`src/rtl/csa_pkg.sv`:
```
// Shared types and sizing helpers for the carry-save accumulator.
package csa_pkg;

  typedef enum logic [1:0] {
    IDLE    = 2'd0,
    ACCUM   = 2'd1,
    RESOLVE = 2'd2,
    DONE    = 2'd3
  } state_t;

  // Number of carry-propagate chunks needed to cover acc_w bits.
  function automatic int nch(input int acc_w, input int chunk);
    return (acc_w + chunk - 1) / chunk;
  endfunction

  // Chunk-index counter width; never narrower than one bit.
  function automatic int idx_w(input int n);
    return (n > 1) ? $clog2(n) : 1;
  endfunction

  localparam int DEF_ACC_W = 48;
  localparam int DEF_CHUNK = 16;
  localparam int DEF_NCH   = nch(DEF_ACC_W, DEF_CHUNK);
  localparam int DEF_IDX_W = idx_w(DEF_NCH);

endpackage

```
`src/rtl/csa_accumulator_if.sv`:
```
// Beat-input and result-output handshake bundle of the accumulator.
interface csa_accumulator_if #(
  parameter int W     = 40,
  parameter int ACC_W = 48,
  parameter int CNT_W = 16
);
  logic             in_valid;
  logic             in_ready;
  logic [W-1:0]     in_data;
  logic             in_sub;
  logic             in_last;
  logic             out_valid;
  logic             out_ready;
  logic [ACC_W-1:0] out_sum;
  logic [CNT_W-1:0] out_count;

  modport master (
    output in_valid, in_data, in_sub, in_last, out_ready,
    input  in_ready, out_valid, out_sum, out_count
  );

  modport slave (
    input  in_valid, in_data, in_sub, in_last, out_ready,
    output in_ready, out_valid, out_sum, out_count
  );
endinterface

```
`src/rtl/csa_row.sv`:
```
// N-bit 3:2 compressor. The carry vector is pre-shifted: bit 0 comes from
// cin_lsb and the majority out of the top bit is discarded (mod 2^N).
module csa_row #(
  parameter int N = 48
) (
  input  logic [N-1:0] a,
  input  logic [N-1:0] b,
  input  logic [N-1:0] x,
  input  logic         cin_lsb,
  output logic [N-1:0] s,
  output logic [N-1:0] c
);
  logic [N-2:0] maj;

  // Bitwise sum and majority; only the lower N-1 majority bits survive the shift.
  always_comb begin
    s   = a ^ b ^ x;
    maj = (a[N-2:0] & b[N-2:0]) | (a[N-2:0] & x[N-2:0]) | (b[N-2:0] & x[N-2:0]);
    c   = {maj, cin_lsb};
  end
endmodule

```
`src/rtl/csa_accumulator.sv`:
```
// Multi-beat carry-save accumulator with per-beat subtract and a chunked
// carry-propagate resolve that runs one CPA_CHUNK slice per cycle.
module csa_accumulator
  import csa_pkg::*;
#(
  parameter int W         = 40,
  parameter int ACC_W     = 48,
  parameter int CPA_CHUNK = 16,
  parameter int CNT_W     = 16
) (
  input logic               clk,
  input logic               rst,
  csa_accumulator_if.slave  bus
);
  localparam int NCH   = nch(ACC_W, CPA_CHUNK);
  localparam int IDX_W = idx_w(NCH);
  localparam int PAD_W = NCH * CPA_CHUNK;

  state_t           state, state_nxt;
  logic [ACC_W-1:0] acc_s, acc_c;
  logic [ACC_W-1:0] x, s_new, c_new;
  logic [CNT_W-1:0] count;
  logic [IDX_W-1:0] k;
  logic             cin;
  logic [PAD_W-1:0] res;
  logic [PAD_W-1:0] s_pad, c_pad;
  logic [CPA_CHUNK:0] chunk_sum;
  logic             accept;
  logic             last_chunk;

  // Beat counter increment that sticks at all-ones.
  function automatic logic [CNT_W-1:0] sat_inc(input logic [CNT_W-1:0] v);
    return (&v) ? v : v + CNT_W'(1);
  endfunction

  assign bus.in_ready  = !rst && (state == IDLE || state == ACCUM);
  assign accept        = bus.in_valid && bus.in_ready;
  assign bus.out_valid = (state == DONE);
  assign bus.out_sum   = res[ACC_W-1:0];
  assign bus.out_count = count;
  assign last_chunk    = (k == IDX_W'(NCH - 1));

  // Operand zero-extension; subtract inverts here and the +1 rides in c[0].
  always_comb begin
    x = '0;
    x[W-1:0] = bus.in_data;
    if (bus.in_sub) x = ~x;
  end

  csa_row #(.N(ACC_W)) u_row (
    .a       (acc_s),
    .b       (acc_c),
    .x       (x),
    .cin_lsb (bus.in_sub),
    .s       (s_new),
    .c       (c_new)
  );

  // Zero-pad the redundant state to whole chunks and add the current slice.
  always_comb begin
    s_pad = '0;
    c_pad = '0;
    s_pad[ACC_W-1:0] = acc_s;
    c_pad[ACC_W-1:0] = acc_c;
    chunk_sum = {1'b0, s_pad[int'(k)*CPA_CHUNK +: CPA_CHUNK]}
              + {1'b0, c_pad[int'(k)*CPA_CHUNK +: CPA_CHUNK]}
              + (CPA_CHUNK+1)'(cin);
  end

  // State register.
  always_ff @(posedge clk or posedge rst) begin
    if (rst) state <= IDLE;
    else     state <= state_nxt;
  end

  // Next-state decode.
  always_comb begin
    state_nxt = state;
    case (state)
      IDLE:    if (accept) state_nxt = bus.in_last ? RESOLVE : ACCUM;
      ACCUM:   if (accept && bus.in_last) state_nxt = RESOLVE;
      RESOLVE: if (last_chunk) state_nxt = DONE;
      DONE:    if (bus.out_ready) state_nxt = IDLE;
      default: state_nxt = IDLE;
    endcase
  end

  // Accumulator, beat counter and chunked carry-propagate registers.
  always_ff @(posedge clk or posedge rst) begin
    if (rst) begin
      acc_s <= '0;
      acc_c <= '0;
      count <= '0;
      k     <= '0;
      cin   <= 1'b0;
      res   <= '0;
    end else if (accept) begin
      acc_s <= s_new;
      acc_c <= c_new;
      count <= sat_inc(count);
      k     <= '0;
      cin   <= 1'b0;
    end else if (state == RESOLVE) begin
      res[int'(k)*CPA_CHUNK +: CPA_CHUNK] <= chunk_sum[CPA_CHUNK-1:0];
      cin <= chunk_sum[CPA_CHUNK];
      k   <= k + IDX_W'(1);
    end else if (state == DONE && bus.out_ready) begin
      acc_s <= '0;
      acc_c <= '0;
      count <= '0;
    end
  end
endmodule
```
`src/flat_wrapper.sv`:
```
// flat-port wrapper written by rule: the top's interface ports become plain ports
module csa_accumulator_flat import csa_pkg::*;
#(
  parameter int W         = 40,
  parameter int ACC_W     = 48,
  parameter int CPA_CHUNK = 16,
  parameter int CNT_W     = 16
)
  (clk, rst, bus_in_valid, bus_in_data, bus_in_sub, bus_in_last, bus_out_ready, bus_in_ready, bus_out_valid, bus_out_sum, bus_out_count);
  csa_accumulator_if #(.W(W), .ACC_W(ACC_W), .CNT_W(CNT_W)) bus_i ();
  input logic clk;
  input logic rst;
  input wire logic [$bits(bus_i.in_valid)-1:0] bus_in_valid;
  input wire logic [$bits(bus_i.in_data)-1:0] bus_in_data;
  input wire logic [$bits(bus_i.in_sub)-1:0] bus_in_sub;
  input wire logic [$bits(bus_i.in_last)-1:0] bus_in_last;
  input wire logic [$bits(bus_i.out_ready)-1:0] bus_out_ready;
  output wire logic [$bits(bus_i.in_ready)-1:0] bus_in_ready;
  output wire logic [$bits(bus_i.out_valid)-1:0] bus_out_valid;
  output wire logic [$bits(bus_i.out_sum)-1:0] bus_out_sum;
  output wire logic [$bits(bus_i.out_count)-1:0] bus_out_count;
  assign bus_i.in_valid = bus_in_valid;
  assign bus_i.in_data = bus_in_data;
  assign bus_i.in_sub = bus_in_sub;
  assign bus_i.in_last = bus_in_last;
  assign bus_i.out_ready = bus_out_ready;
  assign bus_in_ready = bus_i.in_ready;
  assign bus_out_valid = bus_i.out_valid;
  assign bus_out_sum = bus_i.out_sum;
  assign bus_out_count = bus_i.out_count;
  csa_accumulator #(.W(W), .ACC_W(ACC_W), .CPA_CHUNK(CPA_CHUNK), .CNT_W(CNT_W)) u_core (.clk(clk), .rst(rst), .bus(bus_i));
endmodule
```
`config.mk`:
```
export PLATFORM = sky130hd
export DESIGN_NAME = csa_accumulator_flat
export DESIGN_NICKNAME = d
export VERILOG_FILES = /design/src/rtl/csa_pkg.sv /design/src/rtl/csa_accumulator_if.sv /design/src/rtl/csa_row.sv /design/src/rtl/csa_accumulator.sv /design/src/flat_wrapper.sv
export SDC_FILE = /design/constraint.sdc
export NUM_CORES = 1
export LEC_CHECK = 0
export ABC_AREA = 1
export CAP_MARGIN = 20
export CORE_AREA = 2 2 150 152
export CTS_BUF_LIST = sky130_fd_sc_hd__clkbuf_8 sky130_fd_sc_hd__clkbuf_16
export DETAILED_ROUTE_END_ITERATION = 10
export DIE_AREA = 0 0 152 154
export GPL_TIMING_DRIVEN = 1
export PLACE_DENSITY = 0.65
export SLEW_MARGIN = 20
export SYNTH_ARGS = -nofsm -noshare
export SYNTH_HDL_FRONTEND = slang
export SYNTH_SLANG_ARGS = --single-unit
```
`constraint.sdc`:
```
create_clock -name clk -period 13.6 [get_ports clk]
set_input_delay 2.04 -clock clk [delete_from_list [all_inputs] [get_ports clk]]
set_output_delay 2.04 -clock clk [all_outputs]
set_load 0.03 [all_outputs]
```
## Word-level counts from Yosys, hierarchy flattened

Cells that the tools add are included.

| cells by class | value |
|---|---|
| eq/ne operators | 10 |
| muxes and demuxes | 20 |
| add/subtract/negate cells | 5 |
| shifts and indexed selects | 4 |
| reductions and logical operators | 14 |
| bitwise logic cells | 9 |

Operators by type and width:

| operator | number |
|---|---|
| $mux 48 | 5 |
| $and 47x47->47 | 3 |
| $shiftx 48x7->16 | 2 |
| $xor 48x48->48 | 2 |
| $or 47x47->47 | 2 |
| $mux 16 | 4 |
| $bwmux 48 | 1 |
| $not 40->48 | 1 |
| $shift 16x33->48 const A | 1 |
| $shiftx 16x33->48 | 1 |
| $neg 6->33 | 1 |
| $add 16x16->17 | 1 |
| $add 17x1->17 | 1 |
| $add 16x1->16 const B | 1 |
| $reduce_and 16->1 | 1 |
| $mux 2 | 7 |
| $pmux 2 s4 | 1 |
| $eq 2x2->1 const B | 3 |
| $ne 2x1->1 const B | 3 |
| $ne 2x2->1 const B | 3 |
| $logic_and 1x1->1 | 4 |
| $reduce_and 2->1 | 2 |
| $reduce_and 4->1 | 1 |
| $reduce_bool 2->1 | 2 |
| 8 further kinds | 9 |

| word-level totals | value |
|---|---|
| output and inout bits | 66 |
| register bits | 165 |

## Depth between registers and ports, before layout

| depth | value |
|---|---|
| word-level depth | 7 |
| gate-level depth with buffers | 18 |
| depth with buffers taken out | 16 |

## By module

Synthesis repeated with hierarchy kept, for this count alone.

| unflattened totals | value |
|---|---|
| cells, all modules | 1200 |
| area total of the unflattened synthesis | 10064.7 µm² |

By module, submodules not included:

| module | cells an instance | area an instance (µm²) | sequential area each (µm²) | times used |
|---|---|---|---|---|
| csa_accumulator | 1143 | 9081.2 | 4129.0 | 1 |
| csa_row | 57 | 983.4 | 0.0 | 1 |

## Worst setup path after synthesis

Ideal clock, no wire load.

| path | value |
|---|---|
| kind | in2out |
| from | in rst |
| to | out bus_in_ready |
| path slack | 9212 ps |
| arrival | 2348 ps |
| buffers on the path | 0 |
| stages on the path | 1 |
| required time | 11560 ps |
| path through | nor2_2 |

| on the way | value |
|---|---|
| word-level cells in the longest chain between the ends | 2 |

RTL lines:

| what | line | text |
|---|---|---|
| from (decl) | flat_wrapper.sv:12 | `input logic rst;` |
| $logic_not 1->1 (no source line) | n/a |  |
| $logic_and 1x1->1 | csa_accumulator.sv:36 | `assign bus.in_ready = !rst && (state == IDLE \|\| state == ACCUM);` |
| to (decl) | flat_wrapper.sv:18 | `output wire logic [$bits(bus_i.in_ready)-1:0] bus_in_ready;` |

Every way passes these cells.

## Worst setup path in the final report

Ends and elaborated chain as after synthesis.

==> results list <==
- At the placement stage, the worst setup path has a slack of approximately 8200 ps.
- Post-Syn Instances: between 1000 and 1500
- The worst setup path is captured at an output port.
* Number of buffers added to fix hold violations after cts: 0
- After layout, the minimum clock period comes to 5430 ps.
- During synthesis, Yosys emitted a total of 0 warnings.
- Of the post-synthesis cell area, the dominant cell type holds 0.430.
* Setup repair after global routing missed its margin: false
* Max-slew violations: 0
* Clock buffer depth: 2
* Final Cycle Share: 0.400
- Clk pin slew, worst setup/hold paths: 60 ps
- Synth cell types: 35
* Synth cell count leaders: nand2_1 (216), dfrtp_1 (165), inv_1 (157), o21ai_0 (99), o22ai_1 (82)
* Leakage component of the power: approximately 5.2 nW
- The region available for standard cell placement spans between 20000 and 25000 um^2.
- Data arrives at the worst endpoint at 3390 ps.
* CTS tree: built
- The number of nets handed over by synthesis was roughly 1200.
* Cts repair resizes: 0
* Initial antenna violation count: 0
* First-pass DRT Iterations: 5
- nand2_1 is the most common cell in the netlist.
* Relative slew margins: 0.312
- Counting flops with a built-in enable in the synthesized netlist gives 0.
- The clock arrives with 11.2 ps of skew.
- The die covers 23400 um^2.
- Buffers placed on the I/O ports in this run total 111.
- Number of sinks handled by clock tree synthesis: 165
- Number of standard cells in the final layout excluding fillers: 1461
- Clock tree synthesis inserted a total of 17 buffers.
- Yosys attributes the largest share of cell area to dfrtp_1 (43%), fa_1 (10%), nand2_1 (8.4%), inv_1 (6.1%), o22ai_1 (5.3%).
- Post-detailed-routing wire length: approximately 22 mm
- Global-route wire length before repair: 38.4 mm
* Post-synth design cell area: 9600 um^2
* Number of failing setup endpoints in the final timing report: 0
- Measured on the finished design, the core utilization comes to 0.530.
* Half-perimeter wire length after placement: ~15 mm
* Pwr dens: 247 nW/um^2
- Of the cells placed in the final design, the portion with a size suffix greater than 1 is 0.0576.
- Startpoint Class: input port
* Cell taking the most area after synthesis: dfrtp_1
* Combined global-route utilization of all metal layers: 0.202
- Counting tap cells, the placed design contains a total of 1429 instances.
- DRC violation count after routing: 0
- Count of max-cap constraint violations: 0
- Overall power of the completed layout: 2.84 mW
- Clock insertion delay at the later pin of the skew report: 430 ps
* Number of ports placed on the die boundary: 112
- For this run the aggregate overflow at the end of global routing stands at 0.
- From synthesis to final layout, the design area changed by 19.7%.
- The flow ran to the end, and the final reports show no timing, DRC or antenna violations.
- Vias in the first global route: ~7300
- Average wire per cell in the routed design: 15.3 um
* CTS H-tree depth: 4
* Type of the most critical hold path: register to register
- After floorplanning, the core was divided into 54 placement rows.
- Final hold vios: 0
- Adding up every negative setup slack in the final design gives 0 ps.
- Routability-driven placement finished with a final weighted congestion of 0.812.
* Crit path setup slack, layout: approximately 8200 ps
- Main flop type after synthesis: dfrtp_1
- Detailed routing inserted a total of 7500 vias.
* Max VDD drop: 0.000107 V
- In the final design database the tool counted between 1000 and 1500 nets.
- After the first detailed-routing iteration, the DRC count stood at 630.
- CP Class: input port to output port
- Fmax: 184 MHz
- In this run the post-CTS setup repair buffer count came out at 0.
- Worst-Margin Slew: 1030 ps
* Pin count of the biggest net entering global routing: 97
* Root Buffer: clkbuf_16
* Synth Area per Inst: 8.88 um^2
* Maximum fanout encountered on the critical timing path: 2
* Placed cell area: 10900 um^2
- The die is 154 um tall.
- Dividing the detail-routed via count by the number of cells gives about 5.1.
- Flip-flop and latch count after synthesis: roughly 170
- Fraction of the yosys area taken by sequential cells: 0.430
- Hold timing on the final database bottoms out at a slack of ~480 ps.
- Initial Util: 0.443
- The count of nets left with antenna violations once routing finished came out at 0.
- Antenna Diode Count: 0
- The die is 152 um wide.
- Once layout is done, the placed cells without fillers occupy about 11000 um^2.
- Share of flip-flops with an asynchronous set or reset after synthesis: 1.00
- CP Data Required Time: 11560 ps
==> where the power goes <==
part	total [mW]	switching, mW	internal (mW)
clock network	0.516	0.216	0.300
registers	0.772	0.0986	0.674
logic	1.55	1.02	0.532
total	2.84	1.33	1.51
==> registers in the layout, summed over array words and instances, names as in the netlist <==
signal / count
u_core.acc_c: 48
u_core.acc_s: 48
u_core.k: 2
u_core.bus.out_count: 16
u_core.bus.out_sum: 48
u_core.cin: 1
u_core.state: 2
==> cell type report <==
class	instances	area, um^2
fill	2031	10200
multi-input combinational	704	4620
sequential	165	4130
timing repair buffer	117	1150
inverter	163	617
clock buffer	18	439
tap	280	350
clock inverter	14	186
==> worst paths after layout <==
| check | startpoint | end | slack [ps] | cells past startpoint |
|---|---|---|---|---|
| worst min register to register | u_core.bus.out_sum[41] | u_core.bus.out_sum[41] | 480 | 2 |
| min in group asynchronous | rst | u_core.bus.out_count[13] | 2210 | 2 |
| worst min-delay path | u_core.bus.out_sum[41] | u_core.bus.out_sum[41] | 480 | 2 |
| worst max register to register | u_core.k[1] | u_core.bus.out_sum[38] | 9980 | 12 |
| max in group asynchronous | rst | u_core.acc_s[29] | 9930 | 3 |
| worst max-delay path | rst | bus_in_ready | 8170 | 3 |
==> cell families (layout without fill, tap and decap cells) <==
group           after synthesis  after routing  synth area share
simple gates                326            326             0.147
xor+xnor                     61             61            0.0556
buf+inv                     213            312            0.0893
fa+ha+maj                    75             75             0.136
flops                       165            165             0.430
compound gates              242            242             0.142
==> critical path: stages <==
cell and delay (ps):
clkdlybuf4s50_1 490, nor2_2 170, clkdlybuf4s50_1 690
==> layout by cell type (no fill, tap or decap), types with 17 or more instances in the layout <==
| master | n |
|---|---|
| o21ai_0 | 99 |
| nor2_1 | 27 |
| nand2_1 | 215 |
| a21oi_1 | 42 |
| clkbuf_16 | 17 |
| xnor2_1 | 42 |
| dfrtp_1 | 165 |
| clkdlybuf4s50_1 | 110 |
| o22ai_1 | 82 |
| ha_1 | 26 |
| nand3_1 | 54 |
| inv_1 | 155 |
| fa_1 | 49 |
| xor2_1 | 19 |
==> layer usage <==
| layer | part of all wire | vias to the layer above | GRT usage |
|---|---|---|---|
| met5 | 0 | - | 0 |
| met4 | 0.012 | 0 | 0.0516 |
| met3 | 0.052 | 18 | 0.0349 |
| met2 | 0.46 | 187 | 0.310 |
| met1 | 0.48 | 3608 | 0.299 |
| li1 | - | 3687 | - |
No activity file was read; power rests on OpenSTA's default activity.
